--- src/rtl/controlador_pkg.sv ---
// controlador_pkg: digit width, digit type and transmit FSM states shared with the code-lock controller.
package controlador_pkg;
   localparam int DIGIT_W = 4;
   typedef logic [DIGIT_W-1:0] digit_t;
   typedef enum logic [1:0] {IDLE = 2'd0, SEND = 2'd1, GAP = 2'd2} estado_t;
endpackage

--- src/rtl/entrada_digitos_if.sv ---
// entrada_digitos_if: board-side inputs and controller-side digit stream of the keypad front-end.
interface entrada_digitos_if #(parameter int FIFO_DEPTH = 8);
   import controlador_pkg::*;
   logic botao;
   digit_t chaves;
   logic limpa;
   digit_t numero;
   logic insere;
   logic [$clog2(FIFO_DEPTH):0] pendentes;
   logic erro_digito;
   logic estouro;
   modport master(input botao, chaves, limpa, output numero, insere, pendentes, erro_digito, estouro);
   modport slave(output botao, chaves, limpa, input numero, insere, pendentes, erro_digito, estouro);
endinterface

--- src/rtl/debounce_botao.sv ---
// debounce_botao: synchronizes the raw button, filters bounces and pulses pressao on an accepted 0->1 edge.
module debounce_botao #(parameter int DEBOUNCE_CYCLES = 16) (
   input  logic clk,
   input  logic reset,
   input  logic botao,
   output logic pressao
);
   localparam int CW = $clog2(DEBOUNCE_CYCLES + 1);
   logic [1:0] sinc;
   logic anterior, nivel, pronto;
   logic [CW-1:0] cnt;
   assign pronto = cnt == CW'(DEBOUNCE_CYCLES);
   assign pressao = pronto && anterior && !nivel;
   always_ff @(posedge clk)
      if (reset) begin
         sinc <= '0;
         anterior <= 1'b0;
         nivel <= 1'b0;
         cnt <= '0;
      end else begin
         sinc <= {sinc[0], botao};
         anterior <= sinc[1];
         cnt <= (sinc[1] != anterior) ? '0 : pronto ? cnt : cnt + CW'(1);
         if (pronto) nivel <= anterior;
      end
endmodule

--- src/rtl/entrada_digitos.sv ---
// entrada_digitos: debounces keypad presses, queues legal digits and strobes them out one at a time.
module entrada_digitos
   import controlador_pkg::*;
#(
   parameter int DEBOUNCE_CYCLES = 16,
   parameter int FIFO_DEPTH = 8,
   parameter int GAP_CYCLES = 2,
   parameter int DIGIT_MAX = 9
) (
   input logic clk,
   input logic reset,
   entrada_digitos_if.master io
);
   localparam int AW = $clog2(FIFO_DEPTH);
   localparam int CW = AW + 1;
   localparam int GW = GAP_CYCLES > 0 ? $clog2(GAP_CYCLES + 1) : 1;
   digit_t sinc_c, chave;
   digit_t mem [FIFO_DEPTH];
   logic [AW-1:0] wr, rd;
   logic [GW-1:0] gcnt;
   estado_t estado;
   logic pressao, aceita, valido, cheio, pop, push;
   debounce_botao #(.DEBOUNCE_CYCLES(DEBOUNCE_CYCLES)) u_debounce (
      .clk(clk), .reset(reset), .botao(io.botao), .pressao(pressao)
   );
   // a press in a flush cycle is dropped, but the debouncer still tracks it
   assign aceita = pressao && !io.limpa;
   assign valido = chave <= digit_t'(DIGIT_MAX);
   assign cheio = io.pendentes == CW'(FIFO_DEPTH);
   assign pop = estado == IDLE && io.pendentes != '0 && !io.limpa;
   assign push = aceita && valido && (!cheio || pop);
   always_ff @(posedge clk)
      if (reset) begin
         sinc_c <= '0;
         chave <= '0;
         wr <= '0;
         rd <= '0;
         gcnt <= '0;
         estado <= IDLE;
         io.numero <= '0;
         io.insere <= 1'b0;
         io.pendentes <= '0;
         io.erro_digito <= 1'b0;
         io.estouro <= 1'b0;
      end else begin
         sinc_c <= io.chaves;
         chave <= sinc_c;
         io.erro_digito <= aceita && !valido;
         io.estouro <= aceita && valido && cheio && !pop;
         if (push) mem[wr] <= chave;
         if (io.limpa) begin
            wr <= '0;
            rd <= '0;
            estado <= IDLE;
            io.insere <= 1'b0;
            io.pendentes <= '0;
         end else begin
            if (push) wr <= wr + AW'(1);
            if (pop) rd <= rd + AW'(1);
            if (pop) io.numero <= mem[rd];
            io.insere <= pop;
            io.pendentes <= io.pendentes + CW'(push) - CW'(pop);
            // the pop cycle moves to SEND, so the registered strobe coincides with SEND
            estado <= pop ? SEND : (estado == SEND) ? (GAP_CYCLES == 0 ? IDLE : GAP) :
                      (estado == GAP && gcnt == '0) ? IDLE : estado;
            gcnt <= (estado == SEND) ? GW'(GAP_CYCLES - 1) : gcnt - GW'(gcnt != '0);
         end
      end
endmodule

--- src/flat_wrapper.sv ---
// flat-port wrapper written by rule: the top's interface ports become plain ports
module entrada_digitos_flat import controlador_pkg::*;
#(
   parameter int DEBOUNCE_CYCLES = 16,
   parameter int FIFO_DEPTH = 8,
   parameter int GAP_CYCLES = 2,
   parameter int DIGIT_MAX = 9
)
  (clk, reset, io_botao, io_chaves, io_limpa, io_numero, io_insere, io_pendentes, io_erro_digito, io_estouro);
  entrada_digitos_if #(.FIFO_DEPTH(FIFO_DEPTH)) io_i ();
  input logic clk;
  input logic reset;
  input wire logic [$bits(io_i.botao)-1:0] io_botao;
  input wire logic [$bits(io_i.chaves)-1:0] io_chaves;
  input wire logic [$bits(io_i.limpa)-1:0] io_limpa;
  output wire logic [$bits(io_i.numero)-1:0] io_numero;
  output wire logic [$bits(io_i.insere)-1:0] io_insere;
  output wire logic [$bits(io_i.pendentes)-1:0] io_pendentes;
  output wire logic [$bits(io_i.erro_digito)-1:0] io_erro_digito;
  output wire logic [$bits(io_i.estouro)-1:0] io_estouro;
  assign io_i.botao = io_botao;
  assign io_i.chaves = io_chaves;
  assign io_i.limpa = io_limpa;
  assign io_numero = io_i.numero;
  assign io_insere = io_i.insere;
  assign io_pendentes = io_i.pendentes;
  assign io_erro_digito = io_i.erro_digito;
  assign io_estouro = io_i.estouro;
  entrada_digitos #(.DEBOUNCE_CYCLES(DEBOUNCE_CYCLES), .FIFO_DEPTH(FIFO_DEPTH), .GAP_CYCLES(GAP_CYCLES), .DIGIT_MAX(DIGIT_MAX)) u_core (.clk(clk), .reset(reset), .io(io_i));
endmodule
--- config.mk ---
export PLATFORM = sky130hd
export DESIGN_NAME = entrada_digitos_flat
export DESIGN_NICKNAME = d
export VERILOG_FILES = /design/src/rtl/controlador_pkg.sv /design/src/rtl/entrada_digitos_if.sv /design/src/rtl/debounce_botao.sv /design/src/rtl/entrada_digitos.sv /design/src/flat_wrapper.sv
export SDC_FILE = /design/constraint.sdc
export NUM_CORES = 1
export LEC_CHECK = 0
export CAP_MARGIN = 20
export CORE_MARGIN = 3
export CORE_UTILIZATION = 23
export CTS_BUF_LIST = sky130_fd_sc_hd__clkbuf_16
export DETAILED_ROUTE_END_ITERATION = 7
export SKIP_LAST_GASP = 1
export SYNTH_ARGS = -nofsm -noshare
export SYNTH_HDL_FRONTEND = slang
export SYNTH_HIERARCHICAL = 1
export SYNTH_SLANG_ARGS = --single-unit
--- constraint.sdc ---
create_clock -name clk -period 4.05 [get_ports clk]
set_input_delay 0.6075 -clock clk [delete_from_list [all_inputs] [get_ports clk]]
set_output_delay 0.6075 -clock clk [all_outputs]
set_load 0.03 [all_outputs]
==> impl_results.md <==
* FF/Latch Area at 1722 um^2
* Max Cap Violations at 0
* RSZ-0062 raised after global routing: no
* Drt wl/cell at 12.53 um
* Final Hold Vio Count at 0
* Clock Latency Late Sink at 0.33 ns
* Initial Utilization at 0.2410
* Synthesis-stage register bit count at 70
* GR Util met1 at 0.09822
* CTS clk-pin slew, worst paths at 0.06 ns
* Mapped cell area at 2823 um^2
* Min-delay worst type: reg2reg
* Drt first pass iters at 4
* DIE HEIGHT at 116.8 um
* First-pass GRT wire length at 7.817 mm
* Synth cell types at 40
* Layout cells sized above 1 at 0.1352
* Comb power frac at 0.185
* Clock skew at 0.005908 ns
* Grt peak-use layer: met2
* CP Launch Type: primary input
* Final Cycle Share at 0.6868
* CTS Buf Count at 9
* Drt drc at 0
* Top FF cell, synth: dfxtp_1
* Synth Net Count at 234
* Die W at 116.8 um
* Setup bufs post-CTS at 0
* GR Util met3 at 0.02416
* Worst Path Max Fanout at 7
* Setup CP Type: in2reg
* Switching pwr at 541.0 uW
* Worst Max-Slew Pin Slew at 0.6700 ns
* P&R area growth vs syn at 23.27%
* Share of the synthesized area in the top cell type at 0.3404
* Resized Gates After CTS at 0
* Critical Path End Type: register
* P_leak at 1.104 nW
* Setup-failing EPs final at 0
* DRT Wirelength at 4.850 mm
* Post-Route Setup TNS at 0 ns
* Sequential area share after synthesis at 0.6099
* Clock sinks at 70
* Hold-fix buffers, CTS at 0
* Top cells by count, synth: dfxtp_1 (38), edfxtp_1 (32), nor2_1 (22)
* Worst VDD drop at 0.0001795 V
* Crit path from: io_limpa
* Cell with the most instances after synthesis: dfxtp_1
* Via count at 1598
* Area leader, netlist: edfxtp_1
* Boundary pin count at 19
* Vias per std cell at 4.129
* Worst r2r src: u_core/u_debounce/cnt[0]
* Syn Inst Count at 216
* Flop pwr share at 0.405
* Max frequency at 359.5 MHz
* Vias in the first global route at 1562
* Status: completed
* Initial antenna violation count at 0
* Filler Cells Inserted at 1182
* Worst Path Arrival at 3.00 ns
* DP HPWL at 3.300 mm
* Die area at 13640 um^2
* Worst EP required at 4.26 ns
* Min cycle time layout at 2.781 ns
* CTS max path bufs at 2
* Ys Warns at 6
* Final core occ at 0.2971
* Switching fraction of total power at 0.2670
* Final worst-path setup slack at 1.269 ns
* GR Util met2 at 0.1153
* Pin count of the biggest net entering global routing at 28
* # rows at 39
* Clock Power Share at 0.410
* Ys async rst share at 0
* Slew Viols, Final at 0
* Iter 0 DRT Violations at 61
* Synth Area per Inst at 13.07 um^2
* Port Buf Inserts at 18
* Power Total at 2.026 mW
* Routability cong. at 0.7350
* Clk root buf: clkbuf_16
* Global route overflow at 0
* Cell Pwr Density at 582.3 nW/um^2
* CTS tree: yes
* Synth area leaders: edfxtp_1 (34%), dfxtp_1 (27%), mux4_2 (6.4%)
* Int Pwr at 1.485 mW
* Detail Route Antenna Nets at 0
* GRT Util Overall at 0.07844
* Ant diodes at 0
* Core area at 11710 um^2
* Dpl ws at 0.9676 ns
* Slew headroom at 0.5527
* Number of synthesized flops with an enable pin at 32
* HP Start: u_core/sinc_c[1]
* Fin nets at 257
* Multi-input gate area at 1020 um^2
* H-tree depth at 3
[power groups by stage]
stage	combinational, mW	sequential [mW]	clock, mW
5_1_grt	0.418	0.831	0.882
6_report	0.375	0.821	0.830
3_3_place_gp	0.371	0.837	0
3_5_place_dp	0.376	0.838	0
4_1_cts	0.380	0.823	0.852
2_1_floorplan	0.214	0.883	0
[cell type report]
type / count / area share
Clock buffer: 9 / 0.06472
Clock inverter: 7 / 0.02805
Inverter: 11 / 0.01187
Multi-Input combinational cell: 127 / 0.2931
Sequential cell: 70 / 0.4948
Tap cell: 143 / 0.05142
Timing Repair Buffer: 20 / 0.05609
[cell families after synthesis]
logic type | share of synthesized area
compound gates | 0.04610
xor+xnor | 0.03103
fa+ha+maj | 0.04699
buf+inv | 0.02881
flops | 0.6099
mux | 0.07092
simple gates | 0.1662
[metal layers]
layer / vias to the layer above / routed length [um]
li1: 817 / -
met1: 746 / 2305
met2: 26 / 2233
met3: 9 / 198
met4: 0 / 112
met5: - / 0
[flip-flops by register name (all words and copies together) (netlist names)]
signal	cells
u_core/mem	32
u_core/io.erro_digito	1
u_core/gcnt	2
u_core/estado	2
u_core/u_debounce/nivel	1
u_core/io.estouro	1
u_core/wr	3
u_core/io.pendentes	4
u_core/io.numero	4
u_core/sinc_c	4
u_core/u_debounce/anterior	1
u_core/u_debounce/cnt	5
u_core/chave	4
u_core/rd	3
u_core/io.insere	1
u_core/u_debounce/sinc	2
[path summary, 6_finish.rpt]
| path | endpoint | slack (ns) | cells past startpoint |
|---|---|---|---|
| setup reg to reg | u_core/mem[2][3] | 1.52 | 7 |
| hold / removal | u_core/chave[1] | 0.43 | 1 |
| setup / recovery | u_core/io.pendentes[2] | 1.27 | 10 |
| hold reg to reg | u_core/chave[1] | 0.43 | 1 |
[through the flow]
stage	hold WS, ns	std cells	cell area [um^2]
final	0.4344	387	3480
after detailed placement	0.4250	371	3157
after global routing	0.4515	387	3480
after floorplan	0.4138	216	2823
after CTS	0.4377	387	3480
after global placement	0.4166	371	3157
[placed cells by master, fill, tap and decap left out, types with 4 or more instances in the layout]
cell,instances
nor2_1,22
mux4_2,8
xor2_1,5
ha_1,9
a21oi_1,6
edfxtp_1,32
dfxtp_1,38
nor3_1,8
o22ai_1,4
xnor2_1,5
nor2b_1,11
nand2_1,9
nand3_1,7
inv_1,11
clkdlybuf4s50_1,18
o21ai_0,5
clkbuf_16,9
[critical path, stage by stage]
cell,delay [ns]
clkdlybuf4s50_1,0.53
nor3_1,0.45
and2_1,0.36
nand2_1,0.14
o21ai_0,0.10
ha_1,0.20
inv_1,0.05
fa_1,0.37
xor2_1,0.14
nor2_1,0.05
Note: power is estimated with default switching activity, not from simulation.
